`config.mk`:
```
export PLATFORM = sky130hd
export DESIGN_NAME = hrfp_mult_arbiter
export DESIGN_NICKNAME = d
export VERILOG_FILES = /design/src/rtl/hrfp_mult_arbiter_pkg.sv /design/src/rtl/hrfp_rr_arbiter.sv /design/src/rtl/hrfp_mult_arbiter.sv
export SDC_FILE = /design/constraint.sdc
export NUM_CORES = 1
export LEC_CHECK = 0
export ABC_AREA = 1
export CAP_MARGIN = 20
export CORE_AREA = 2 2 155 157
export DETAILED_ROUTE_END_ITERATION = 16
export DIE_AREA = 0 0 157 159
export MAX_ROUTING_LAYER = met4
export PLACE_DENSITY = 0.65
export SLEW_MARGIN = 30
export SYNTH_ARGS = -nofsm -noshare
export SYNTH_HDL_FRONTEND = slang
export SYNTH_HIERARCHICAL = 1
export SYNTH_SLANG_ARGS = --single-unit
```
`constraint.sdc`:
```
create_clock -name clk -period 6.2 [get_ports clk]
set_input_delay 1.24 -clock clk [delete_from_list [all_inputs] [get_ports clk]]
set_output_delay 1.24 -clock clk [all_outputs]
set_load 0.02 [all_outputs]
```
`src/rtl/hrfp_mult_arbiter_pkg.sv`:
```
// Shared widths and helpers for the HRFP multiplier arbiter.
// The operand width follows `MSBBIT from the HRFP definitions when that header is present.
`ifndef MSBBIT
`define MSBBIT 31
`endif

package hrfp_mult_arbiter_pkg;

  localparam int OP_W = `MSBBIT + 1;

  // A single requester still needs a one-bit id field.
  function automatic int id_width(input int n);
    return (n <= 2) ? 1 : $clog2(n);
  endfunction

endpackage

```
`src/rtl/hrfp_rr_arbiter.sv`:
```
// Rotating-priority grant: scans from the pointer upward with wrap-around and returns a
// one-hot grant, its index and the pointer value that follows that grant.
module hrfp_rr_arbiter
  import hrfp_mult_arbiter_pkg::*;
#(
  parameter int NUM_REQ = 4,
  parameter int ID_W    = 2
) (
  input  logic [NUM_REQ-1:0] i_elig,
  input  logic [ID_W-1:0]    i_ptr,
  output logic [NUM_REQ-1:0] o_grant,
  output logic               o_any,
  output logic [ID_W-1:0]    o_idx,
  output logic [ID_W-1:0]    o_ptr_nxt
);

  logic [ID_W-1:0] w_cand;

  always_comb begin
    o_grant   = '0;
    o_any     = 1'b0;
    o_idx     = '0;
    o_ptr_nxt = i_ptr;
    w_cand    = '0;
    for (int k = 0; k < NUM_REQ; k++) begin
      w_cand = ID_W'((int'(i_ptr) + k) % NUM_REQ);
      if (!o_any && i_elig[w_cand]) begin
        o_any           = 1'b1;
        o_idx           = w_cand;
        o_grant[w_cand] = 1'b1;
        o_ptr_nxt       = ID_W'((int'(w_cand) + 1) % NUM_REQ);
      end
    end
  end

endmodule

```
`src/rtl/hrfp_mult_arbiter.sv`:
```
// Round-robin front end for one shared, fixed-latency HRFP multiplier; the requester id rides
// a tag pipeline aligned with the datapath so each result comes back tagged with its origin.
module hrfp_mult_arbiter
  import hrfp_mult_arbiter_pkg::*;
#(
  parameter int  NUM_REQ  = 4,
  parameter int  MULT_LAT = 8,
  parameter int  MAX_OUT  = 3,
  localparam int ID_W     = id_width(NUM_REQ)
) (
  input  logic                      clk,
  input  logic                      rst_n,
  input  logic [NUM_REQ-1:0]        req_valid,
  output logic [NUM_REQ-1:0]        req_ready,
  input  logic [NUM_REQ*OP_W-1:0]   req_op_a,
  input  logic [NUM_REQ*OP_W-1:0]   req_op_b,
  output logic [OP_W-1:0]           mult_op_a,
  output logic [OP_W-1:0]           mult_op_b,
  input  logic [OP_W-1:0]           mult_result,
  output logic                      res_valid,
  output logic [ID_W-1:0]           res_id,
  output logic [OP_W-1:0]           res_data,
  output logic                      busy
);

  localparam int CNT_W = $clog2(MAX_OUT + 1);
  // One stage mirrors the operand register, the remaining MULT_LAT mirror the datapath.
  localparam int NSTG  = MULT_LAT + 1;

  logic [NUM_REQ-1:0] w_elig;
  logic [NUM_REQ-1:0] w_grant;
  logic [NUM_REQ-1:0] w_ret;
  logic               w_any;
  logic               w_fire;
  logic [ID_W-1:0]    w_gnt_idx;
  logic [ID_W-1:0]    w_ptr_nxt;

  logic [ID_W-1:0]    r_ptr;
  logic [OP_W-1:0]    r_op_a;
  logic [OP_W-1:0]    r_op_b;
  logic [CNT_W-1:0]   r_cnt [NUM_REQ];
  logic [NSTG-1:0]    r_tag_vld_p;
  logic [ID_W-1:0]    r_tag_id_p [NSTG];

  function automatic logic [CNT_W-1:0] cnt_next(input logic [CNT_W-1:0] cnt,
                                                input logic inc, input logic dec);
    case ({inc, dec})
      2'b10:   return cnt + 1'b1;
      2'b01:   return cnt - 1'b1;
      default: return cnt;
    endcase
  endfunction

  // A requester at its credit limit may still issue when one of its results retires now.
  always_comb begin
    w_ret  = '0;
    w_elig = '0;
    for (int i = 0; i < NUM_REQ; i++) begin
      w_ret[i]  = r_tag_vld_p[NSTG-1] && (r_tag_id_p[NSTG-1] == ID_W'(i));
      w_elig[i] = req_valid[i] && ((r_cnt[i] < CNT_W'(MAX_OUT)) || w_ret[i]);
    end
  end

  hrfp_rr_arbiter #(
    .NUM_REQ (NUM_REQ),
    .ID_W    (ID_W)
  ) u_rr (
    .i_elig    (w_elig),
    .i_ptr     (r_ptr),
    .o_grant   (w_grant),
    .o_any     (w_any),
    .o_idx     (w_gnt_idx),
    .o_ptr_nxt (w_ptr_nxt)
  );

  assign w_fire    = w_any && rst_n;
  assign req_ready = rst_n ? w_grant : '0;

  // Issue stage: operands and tag head load on the grant edge.
  always_ff @(posedge clk) begin
    if (!rst_n) begin
      r_ptr       <= '0;
      r_op_a      <= '0;
      r_op_b      <= '0;
      r_tag_vld_p <= '0;
    end else begin
      r_tag_vld_p <= {r_tag_vld_p[NSTG-2:0], w_fire};
      if (w_fire) begin
        r_ptr  <= w_ptr_nxt;
        r_op_a <= req_op_a[int'(w_gnt_idx)*OP_W +: OP_W];
        r_op_b <= req_op_b[int'(w_gnt_idx)*OP_W +: OP_W];
      end
    end
  end

  always_ff @(posedge clk) begin
    r_tag_id_p[0] <= w_gnt_idx;
    for (int s = 1; s < NSTG; s++) begin
      r_tag_id_p[s] <= r_tag_id_p[s-1];
    end
  end

  // Credit stage: one outstanding counter per requester.
  always_ff @(posedge clk) begin
    for (int i = 0; i < NUM_REQ; i++) begin
      if (!rst_n) begin
        r_cnt[i] <= '0;
      end else begin
        r_cnt[i] <= cnt_next(r_cnt[i], w_fire && (w_gnt_idx == ID_W'(i)), w_ret[i]);
      end
    end
  end

  always @(posedge clk) begin
    if (rst_n) begin
      for (int i = 0; i < NUM_REQ; i++) begin
        assert (!(w_ret[i] && (r_cnt[i] == '0)));
        assert (!(w_fire && (w_gnt_idx == ID_W'(i)) && !w_ret[i] &&
                  (r_cnt[i] == CNT_W'(MAX_OUT))));
      end
    end
  end

  // Output stage: the tag tail lines up with the datapath result.
  assign mult_op_a = r_op_a;
  assign mult_op_b = r_op_b;
  assign res_valid = r_tag_vld_p[NSTG-1];
  assign res_id    = r_tag_id_p[NSTG-1];
  assign res_data  = mult_result;
  assign busy      = |r_tag_vld_p;

endmodule

```
==> flow_metrics.env, run 1 <==
export IMPL_rsz0062_at_grt="no"
export IMPL_hpwl_mm=18.6
export IMPL_gp_congestion=0.876
export IMPL_cts_tree="yes"
export IMPL_crit_type="in2out"
export IMPL_fin_skew_ns=0.0175
export IMPL_avgSynthCellArea_sq_um=5.81
export IMPL_cts_repair_resized=0
export IMPL_ant_nets=0
export IMPL_drt_met1_wl_mm=10.8
export IMPL_required_ns=4.96
export IMPL_wl_per_cell_um=14.6
export IMPL_cp_arrival_ns=3.50
export IMPL_post_route_util_pct=43.5
export IMPL_clk_latency_ns=0.35
export IMPL_grt_max_degree=74
export IMPL_cp_start_kind="input port"
export IMPL_fin_crit_ns=4.74
export IMPL_vdd_drop_max_mv=0.259
export IMPL_drive_gt1_share_pct=3.79
export IMPL_slew_violations=0
export IMPL_wl_mm=25.2
export IMPL_dpl_cell_count=1703
export IMPL_path_clk_slew_ns=0.08
export IMPL_crit_path_max_fanout=7
export IMPL_fillCellCount=2434
export IMPL_yosysSeqAreaShare_pct=30.5
export IMPL_synthDistinctLibCells=31
export IMPL_synth_fp_nets=1446
export IMPL_place_port_buffers=333
export IMPL_grt_pass1_vias=7284
export IMPL_antenna_found_initial=0
export IMPL_p_leak_nw=5.06
export IMPL_final_cell_mix="nand2_1, clkdlybuf4s50_1, nand3_1, dfxtp_1, inv_1"
export IMPL_diodes=0
export IMPL_coreArea_sq_mm=0.0232
export IMPL_drt_iter0_markers=327
export IMPL_met3WireLength_mm=1.98
export IMPL_timing_fmax_mhz=211
export IMPL_hold_path_class="reg2reg"
export IMPL_grt_pass1_wl_mm=38.6
export IMPL_syn_area_sq_mm=0.00663
export IMPL_cts_hold_buf=0
export IMPL_hold_slack_ns=0.322
export IMPL_dr_pass1_iters=6
export IMPL_worst_pin_slew_ns=0.850
export IMPL_top_layer="met4"
export IMPL_clk_path_buf_depth=2
export IMPL_die_h_um=159
export IMPL_rows=56
export IMPL_multi_input_area_sq_mm=0.00378
export IMPL_htree_levels=3
export IMPL_relSlewSlack_pct=43.3
export IMPL_fin_cells=1719
export IMPL_via_per_inst=4.46
export IMPL_root_buffer="clkbuf_16"
export IMPL_dieArea_sq_mm=0.0250
export IMPL_ys_warn_count=6
export IMPL_num_vias=7672
export IMPL_power_density_mw_per_mm2=543
export IMPL_period_share_pct=76.5
export IMPL_post_cts_buffers=0
export IMPL_track_usage_pct=20.3
export IMPL_met2WireLength_mm=12.1
export IMPL_die_x_um=157
export IMPL_nets=1700
export IMPL_final_setup_tns_ns=0
export IMPL_hold_violations=0
export IMPL_drc=0
export IMPL_cap_violations=0
export IMPL_numCtsBuffers=9
export IMPL_grt_ovfl_total=0
export IMPL_setup_viol=0
export IMPL_pin_count=398
export IMPL_area_growth_pct=52.4
export IMPL_crit_path_end_kind="primary output"
export IMPL_cts_sinks=101
export IMPL_syn_inst=1141
export IMPL_initial_utilization_pct=28.6
export IMPL_final_common_cell="nand2_1"
export IMPL_ys_ff_latch=101
export IMPL_status="finished clean"
export IMPL_seq_area_sq_mm=0.00202
==> area by class of cell <==
type | count | share of cell area (%)
repair buffers | 342 | 33.7
flip-flops and latches | 101 | 20.0
well taps | 319 | 3.95
clock inverters | 7 | 0.904
inverters | 44 | 1.77
clock buffers | 9 | 2.23
multi-input cells | 897 | 37.5
==> power by group <==
part / leakage, nW / switching, mW / internal, mW / total [mW]
combinational: 4.07 / 2.57 / 1.31 / 3.87
clock: 0.151 / 0.301 / 0.290 / 0.591
sequential: 0.836 / 0.123 / 0.893 / 1.02
total: 5.06 / 2.99 / 2.49 / 5.48
==> critical path, stage by stage <==
cell	delay (ns)
clkdlybuf4s50_1	0.46
inv_1	0.04
a31oi_1	0.24
nand2_1	0.14
nand2_1	0.07
nand2_1	0.05
nand2_1	0.12
nand4_4	0.14
inv_2	0.15
nand2_1	0.07
nand3_1	0.07
nand2_1	0.05
inv_1	0.05
clkdlybuf4s50_1	0.60
==> metrics by stage <==
| step | setup WS, ns | instance area, sq um | power, mW |
|---|---|---|---|
| after global routing | 1.27 | 10100 | 6.11 |
| after global placement | 1.40 | 9780 | 4.91 |
| final | 1.46 | 10100 | 5.48 |
| after detailed placement | 1.30 | 9780 | 4.95 |
| after CTS | 1.45 | 10100 | 5.57 |
| after floorplan | 2.65 | 6630 | 3.99 |
==> worst paths after layout <==
path / start / end / slack [ns] / depth (start not counted)
worst max-delay path: req_valid[3] / req_ready[1] / 1.46 / 14
worst min-delay path: r_tag_id_p[0][7]$_DFF_P_ / r_tag_id_p[0][9]$_DFF_P_ / 0.32 / 0
worst max register to register: r_ptr[0]$_SDFFE_PN0P_ / mult_op_a[27]$_SDFFE_PN0P_ / 2.09 / 19
worst min register to register: r_tag_id_p[0][7]$_DFF_P_ / r_tag_id_p[0][9]$_DFF_P_ / 0.32 / 0
==> flip-flops by register name (all words and copies together) (netlist names) <==
| signal | count |
|---|---|
| mult_op_a | 32 |
| mult_op_b | 32 |
| r_ptr | 2 |
| r_tag_id_p | 18 |
| r_cnt | 8 |
| r_tag_vld_p | 9 |
==> cell usage after synthesis, drive strengths merged <==
cell | number | area (sq um)
nand2 | 695 | 2630
clkinv | 2 | 8.75
clkbuf | 14 | 52.6
inv | 42 | 168
nand4 | 6 | 52.6
or2 | 4 | 25.0
nor3 | 1 | 5.00
o21ai | 18 | 90.1
a22oi | 3 | 22.5
o21bai | 1 | 7.51
buf | 85 | 599
dfxtp | 101 | 2020
nor2 | 33 | 141
ha | 11 | 138
a21oi | 12 | 60.1
nand3 | 109 | 578
a31oi | 4 | 25.0
==> per-layer routing <==
| metal | track usage, % | vias to the layer above |
|---|---|---|
| met1 | 24.1 | 3385 |
| met4 | 4.67 | 0 |
| met5 | - | - |
| met3 | 5.82 | 27 |
| li1 | - | 3991 |
| met2 | 33.9 | 269 |
==> kinds of logic after synthesis <==
kind of cell / after synthesis / synth area share [%]
and+or+nand+nor: 848 / 51.8
buffers and inverters: 143 / 12.5
DFF: 101 / 30.5
AOI/OAI and AO/OA: 38 / 3.10
adders and majority gates: 11 / 2.08
(Power assumes the default switching activity.)
==> run 2, diff against run 1 <==
Settings changed: CORE_AREA 2 2 155 157 to 2 2 154 156, DIE_AREA 0 0 157 159 to 0 0 156 158, PLACE_DENSITY 0.65 to 0.68.
Clock period 6.2 ns to 3.9 ns, I/O delays scaled along.
==> run 2 against run 1 <==
Non-clock buffer count increased by 10. Register-to-register slack got worse by 1.3 ns. Utilization is 0.49 points higher. First-iteration DRC count decreased by 8.3%. Largest cell class unchanged.
==> flow_metrics.env, run 2 (synthesized netlist as in run 1, its figures left out) <==
export IMPL_cp_arrival_ns=2.62
export IMPL_drive_gt1_share_pct=4.54
export IMPL_hold_violations=0
export IMPL_num_vias=7725
export IMPL_regToRegEndpoint="mult_op_a[20]$_SDFFE_PN0P_"
export IMPL_slew_violations=0
export IMPL_fin_skew_ns=0.0110
export IMPL_multi_input_area_sq_mm=0.00379
export IMPL_post_cts_buffers=0
export IMPL_die_x_um=156
export IMPL_root_buffer="clkbuf_16"
export IMPL_p_leak_nw=5.17
export IMPL_grt_max_degree=116
export IMPL_relSlewSlack_pct=38.3
export IMPL_via_per_inst=4.54
export IMPL_place_port_buffers=333
export IMPL_required_ns=3.12
export IMPL_ant_nets=0
export IMPL_drc=0
export IMPL_grt_pass1_wl_mm=37.5
export IMPL_final_cell_mix="nand2_1, clkdlybuf4s50_1, nand3_1, dfxtp_1, inv_1"
export IMPL_fin_crit_ns=3.40
export IMPL_clk_latency_ns=0.35
export IMPL_hpwl_mm=18.2
export IMPL_nets=1710
export IMPL_hold_path_class="reg2reg"
export IMPL_cts_tree="yes"
export IMPL_crit_path_end_kind="primary output"
export IMPL_dr_pass1_iters=4
export IMPL_final_setup_tns_ns=0
export IMPL_reg2reg_from="r_ptr[0]$_SDFFE_PN0P_"
export IMPL_seq_area_sq_mm=0.00202
export IMPL_final_common_cell="nand2_1"
export IMPL_area_growth_pct=53.2
export IMPL_rsz0062_at_grt="no"
export IMPL_reg2regPathDepth=15
export IMPL_crit_family="buffers and inverters"
export IMPL_clk_path_buf_depth=2
export IMPL_antenna_found_initial=1
export IMPL_htree_levels=3
export IMPL_cpPeakStageDelay_ns=0.45
export IMPL_path_buf_inv=7
export IMPL_crit_cells=15
export IMPL_status="finished clean"
export IMPL_initial_utilization_pct=28.7
export IMPL_timing_fmax_mhz=294
export IMPL_worst_pin_slew_ns=0.926
export IMPL_cp_start_kind="input port"
export IMPL_rows=56
export IMPL_wl_mm=24.7
export IMPL_fillCellCount=2456
export IMPL_numCtsBuffers=9
export IMPL_dieArea_sq_mm=0.0246
export IMPL_crit_type="in2out"
export IMPL_startpoint="req_valid[1]"
export IMPL_slowest_stage="clkdlybuf4s50_1"
export IMPL_grt_ovfl_total=0
export IMPL_power_density_mw_per_mm2=877
export IMPL_rrSetupSlack_ns=0.82
export IMPL_cts_sinks=101
export IMPL_wl_per_cell_um=14.5
export IMPL_coreArea_sq_mm=0.0231
export IMPL_gp_congestion=0.881
export IMPL_drt_iter0_markers=300
export IMPL_vdd_drop_max_mv=0.865
export IMPL_crit_path_max_fanout=9
export IMPL_setup_viol=0
export IMPL_track_usage_pct=20.1
export IMPL_finalPower_mw=8.90
export IMPL_cp_cell_sequence="clkdlybuf4s50_1, inv_1, a31oi_1, inv_1, nand2_1, nand3_2, nand2_4, inv_6, nand4_4, inv_2, nand2_1, nand4_1, nand2_1, inv_1, dlymetal6s2s_1"
export IMPL_path_clk_slew_ns=0.07
export IMPL_cap_violations=0
export IMPL_die_h_um=158
export IMPL_grt_pass1_vias=7081
export IMPL_period_share_pct=87.1
export IMPL_pin_count=398
export IMPL_crit_end="req_ready[0]"
[run 2: cell types whose count changed in the layout (fill, tap and decap cells not counted), moves of 2 or more]
| cell | change |
|---|---|
| buf_4 | +8 |
| clkdlybuf4s50_1 | -4 |
| clkinv_8 | -4 |
| dlymetal6s2s_1 | +4 |
| buf_12 | +2 |
| clkbuf_8 | +2 |
| clkinv_2 | +2 |
| clkinv_4 | -2 |
| clkinvlp_4 | +2 |
[run 2: worst min-delay path by stage]
| stage | from | to | slack (ns) | cells past startpoint |
|---|---|---|---|---|
| 2_1_floorplan | r_tag_id_p[0][8]$_DFF_P_ | r_tag_id_p[0][10]$_DFF_P_ | 0.31 | 0 |
| 6_report | r_tag_id_p[0][14]$_DFF_P_ | r_tag_id_p[0][16]$_DFF_P_ | 0.33 | 0 |
| 3_3_place_gp | r_tag_id_p[0][3]$_DFF_P_ | r_tag_id_p[0][5]$_DFF_P_ | 0.31 | 0 |
| 4_1_cts | r_tag_id_p[0][13]$_DFF_P_ | r_tag_id_p[0][15]$_DFF_P_ | 0.33 | 0 |
| 3_5_place_dp | r_tag_id_p[0][10]$_DFF_P_ | r_tag_id_p[0][12]$_DFF_P_ | 0.31 | 0 |
| 5_1_grt | r_tag_id_p[0][11]$_DFF_P_ | r_tag_id_p[0][13]$_DFF_P_ | 0.33 | 0 |
[run 2: power breakdown]
part | switching, mW | internal (mW) | leakage, nW | total [mW]
Combinational | 4.18 | 2.25 | 4.19 | 6.43
Clock | 0.411 | 0.469 | 0.138 | 0.880
Sequential | 0.176 | 1.42 | 0.836 | 1.60
Total | 4.77 | 4.13 | 5.17 | 8.90
[run 2: layout make-up]
class / instances / share of cell area (%)
multi-input cells: 897 / 37.3
inverters: 44 / 1.76
flip-flops and latches: 101 / 19.9
repair buffers: 352 / 34.6
diodes: 1 / 0.0247
clock inverters: 5 / 0.333
well taps: 290 / 3.57
clock buffers: 11 / 2.49
[run 2: what timing repair did]
action | 4_1_cts | 5_1_grt
resized for setup | 0 | 5
endpoints found under the setup margin | 0 | 4
hold endpoints to repair | 0 | 0
hold buffers | 0 | 0
[run 2: layer usage]
| layer | track usage (%) | vias to the layer above | part of all wire, % |
|---|---|---|---|
| li1 | - | 4005 | - |
| met1 | 22.4 | 3399 | 42 |
| met4 | 7.86 | 0 | 3.1 |
| met3 | 5.28 | 44 | 6.7 |
| met2 | 34.6 | 277 | 48 |
| met5 | - | - | 0 |
[run 2: per-stage QoR]
stage	hold WS, ns	instance area [sq um]	instances	setup slack [ns]	utilization, %
after floorplan	0.310	6630	1141	0.813	-
after global routing	0.334	10200	1701	0.302	44.0
after detailed placement	0.312	9850	1684	0.165	42.7
after CTS	0.327	10100	1700	0.148	44.0
after global placement	0.310	9840	1684	0.205	42.7
final	0.326	10200	1701	0.504	44.0
==> run 3, diff against run 2 <==
Settings changed: ABC_AREA 1 to unset, CORE_AREA 2 2 154 156 to 2 2 155 157, DIE_AREA 0 0 156 158 to 0 0 157 159, PLACE_DENSITY 0.68 to 0.64.
==> run 3 against run 2 <==
Register-to-register slack worse by 0.53 ns. Critical path depth is 6 lower. Combinational power is 36% lower. Count of clock-buffer cells in the layout is 2 lower. Non-clock buffer count is 22 higher. Final area is 3.4% lower. Power is 25% lower. Utilization is 1.7 points lower. Global-route usage is 3.7 points lower. Sequential cell count stayed put. Synthesized area is 10% lower. Wire length is 15% lower. Largest cell class is now buffers.
==> flow_metrics.env, run 3 <==
export IMPL_status="finished clean"
export IMPL_cap_violations=0
export IMPL_reg2regPathDepth=13
export IMPL_drive_gt1_share_pct=8.85
export IMPL_ant_nets=0
export IMPL_ys_ff_latch=101
export IMPL_holdPathStages=0
export IMPL_synth_common_cells="mux2i_1, dfxtp_1, nand3b_1"
export IMPL_pin_count=398
export IMPL_fin_skew_ns=0.0144
export IMPL_crit_type="in2out"
export IMPL_async_flop_share_pct=0
export IMPL_finalPower_mw=6.67
export IMPL_path_clk_slew_ns=0.08
export IMPL_hold_path_class="reg2reg"
export IMPL_cts_sinks=101
export IMPL_grt_pass1_wl_mm=31.2
export IMPL_p_leak_nw=3.63
export IMPL_initial_utilization_pct=25.6
export IMPL_synth_top_area_share_pct=34.0
export IMPL_hold_slack_ns=0.331
export IMPL_timing_fmax_mhz=266
export IMPL_reg2reg_from="r_tag_id_p[0][16]$_DFF_P_"
export IMPL_diodes=0
export IMPL_crit_path_end_kind="primary output"
export IMPL_die_h_um=159
export IMPL_drt_iter0_markers=224
export IMPL_die_x_um=157
export IMPL_yosysMostFrequentCell="mux2i_1"
export IMPL_htree_levels=3
export IMPL_synthDistinctLibCells=46
export IMPL_synth_top_area_cell="dfxtp_1"
export IMPL_regToRegEndpoint="mult_op_a[28]$_SDFFE_PN0P_"
export IMPL_clk_latency_ns=0.36
export IMPL_syn_inst=589
export IMPL_grt_ovfl_total=0
export IMPL_min_from="r_tag_id_p[0][15]$_DFF_P_"
export IMPL_synth_area_leaders="dfxtp_1, mux2i_1, o221ai_1, nand3b_1, buf_4"
export IMPL_cp_arrival_ns=2.99
export IMPL_antenna_found_initial=0
export IMPL_cp_start_kind="input port"
export IMPL_nets=1193
export IMPL_fin_crit_ns=3.77
export IMPL_syn_area_sq_mm=0.00595
export IMPL_root_buffer="clkbuf_16"
export IMPL_grt_max_degree=50
export IMPL_synth_edf_count=0
export IMPL_yosysSeqAreaShare_pct=34.0
export IMPL_drc=0
export IMPL_hpwl_mm=16.0
export IMPL_required_ns=3.12
export IMPL_final_cell_mix="clkdlybuf4s50_1, mux2i_1, dfxtp_1, nand3b_1, o221ai_1"
export IMPL_min_to="r_tag_id_p[0][17]$_DFF_P_"
export IMPL_setup_viol=0
export IMPL_place_port_buffers=333
export IMPL_hold_violations=0
export IMPL_wl_mm=20.9
export IMPL_period_share_pct=96.5
export IMPL_num_vias=5711
export IMPL_final_common_cell="clkdlybuf4s50_1"
export IMPL_dr_pass1_iters=4
export IMPL_dieArea_sq_mm=0.0250
export IMPL_synth_fp_nets=894
export IMPL_vdd_drop_max_mv=0.331
export IMPL_worst_pin_slew_ns=0.525
export IMPL_final_setup_tns_ns=0
export IMPL_track_usage_pct=16.5
export IMPL_cts_hold_buf=0
export IMPL_grt_pass1_vias=5661
export IMPL_coreArea_sq_mm=0.0232
export IMPL_wl_per_cell_um=17.2
export IMPL_clk_path_buf_depth=2
export IMPL_cts_tree="yes"
export IMPL_synthFlopType="dfxtp_1"
export IMPL_relSlewSlack_pct=65.0
export IMPL_power_density_mw_per_mm2=680
export IMPL_via_per_inst=4.71
export IMPL_ys_warn_count=6
export IMPL_slew_violations=0
export IMPL_crit_path_max_fanout=8
export IMPL_fillCellCount=2295
export IMPL_rrSetupSlack_ns=0.29
export IMPL_avgSynthCellArea_sq_um=10.1
export IMPL_area_growth_pct=65.0
export IMPL_gp_congestion=0.829
export IMPL_rows=56
export IMPL_numCtsBuffers=9
run 3: cell count changes after synthesis, sizes merged, moves of 38 or more:
cell,delta
nand2,-684
mux2i,+120
nand3,-106
nand3b,+63
o221ai,+60
inv,-38
run 3: metrics by stage:
step                      setup WS (ns)  instances  util (%)  instance area (sq um)
after global placement           -0.174       1195      40.9                   9490
final                             0.135       1212      42.3                   9810
after global routing           -0.00117       1212      42.3                   9810
after detailed placement         -0.160       1195      40.9                   9490
after CTS                         0.103       1211      42.2                   9800
after floorplan                 0.00976        589         -                   5950
run 3: critical path, stage by stage:
cell	delay [ns]
clkdlybuf4s50_1	0.41
o21a_1	0.19
mux4_2	0.55
nor4b_2	0.30
buf_4	0.17
a22oi_1	0.06
o21ai_0	0.08
and2_1	0.15
clkdlybuf4s15_1	0.30
run 3: how the worst max path moves through the flow:
stage                          start                        to  cells after the start
4_1_cts                 req_valid[2]              req_ready[0]                      9
5_1_grt                 req_valid[2]              req_ready[3]                      9
6_report                req_valid[2]              req_ready[3]                      9
3_5_place_dp            req_valid[2]              req_ready[0]                      9
3_3_place_gp            req_valid[2]              req_ready[0]                      9
2_1_floorplan  r_ptr[0]$_SDFFE_PN0P_  r_cnt[1][3]$_SDFFE_PN0P_                     16
run 3: logic make-up (layout without fill, tap and decap cells):
group / Yosys count / in the layout / synth area share, %
muxes: 131 / 131 / 23.0
AOI/OAI and AO/OA: 120 / 120 / 15.4
DFF: 101 / 101 / 34.0
adders and majority gates: 11 / 11 / 2.31
and+or+nand+nor: 128 / 128 / 14.4
buffers and inverters: 90 / 394 / 9.64
xor gates and xnor gates: 8 / 8 / 1.18
run 3: final cells by class:
| cell class | instances | area (sq um) | area share, % |
|---|---|---|---|
| repair buffers | 374 | 3700 | 37.7 |
| multi-input cells | 398 | 3370 | 34.3 |
| flip-flops and latches | 101 | 2020 | 20.6 |
| well taps | 319 | 399 | 4.07 |
| clock buffers | 9 | 225 | 2.30 |
| clock inverters | 7 | 83.8 | 0.854 |
| inverters | 4 | 15.0 | 0.153 |
run 3: per-layer routing:
| metal | vias up | share of wire, % | routed length [um] | GRT usage, % |
|---|---|---|---|---|
| met5 | - | 0 | 0 | - |
| met4 | 0 | 1.9 | 394 | 5.88 |
| met3 | 28 | 7.5 | 1570 | 3.24 |
| met2 | 258 | 49 | 10200 | 27.6 |
| met1 | 2624 | 42 | 8700 | 19.5 |
| li1 | 2801 | - | - | - |
run 3: repair_timing:
item,4_1_cts,5_1_grt
buffers inserted,0,1
cloned,0,0
hold endpoints to repair,0,0
endpoints found under the setup margin,4,4
gates resized for setup,4,5
run 3: power breakdown:
group	switching, mW	internal, mW	leakage (nW)
sequential	0.197	1.42	0.839
clock	0.479	0.462	0.151
combinational	2.00	2.11	2.64
total	2.68	4.00	3.63
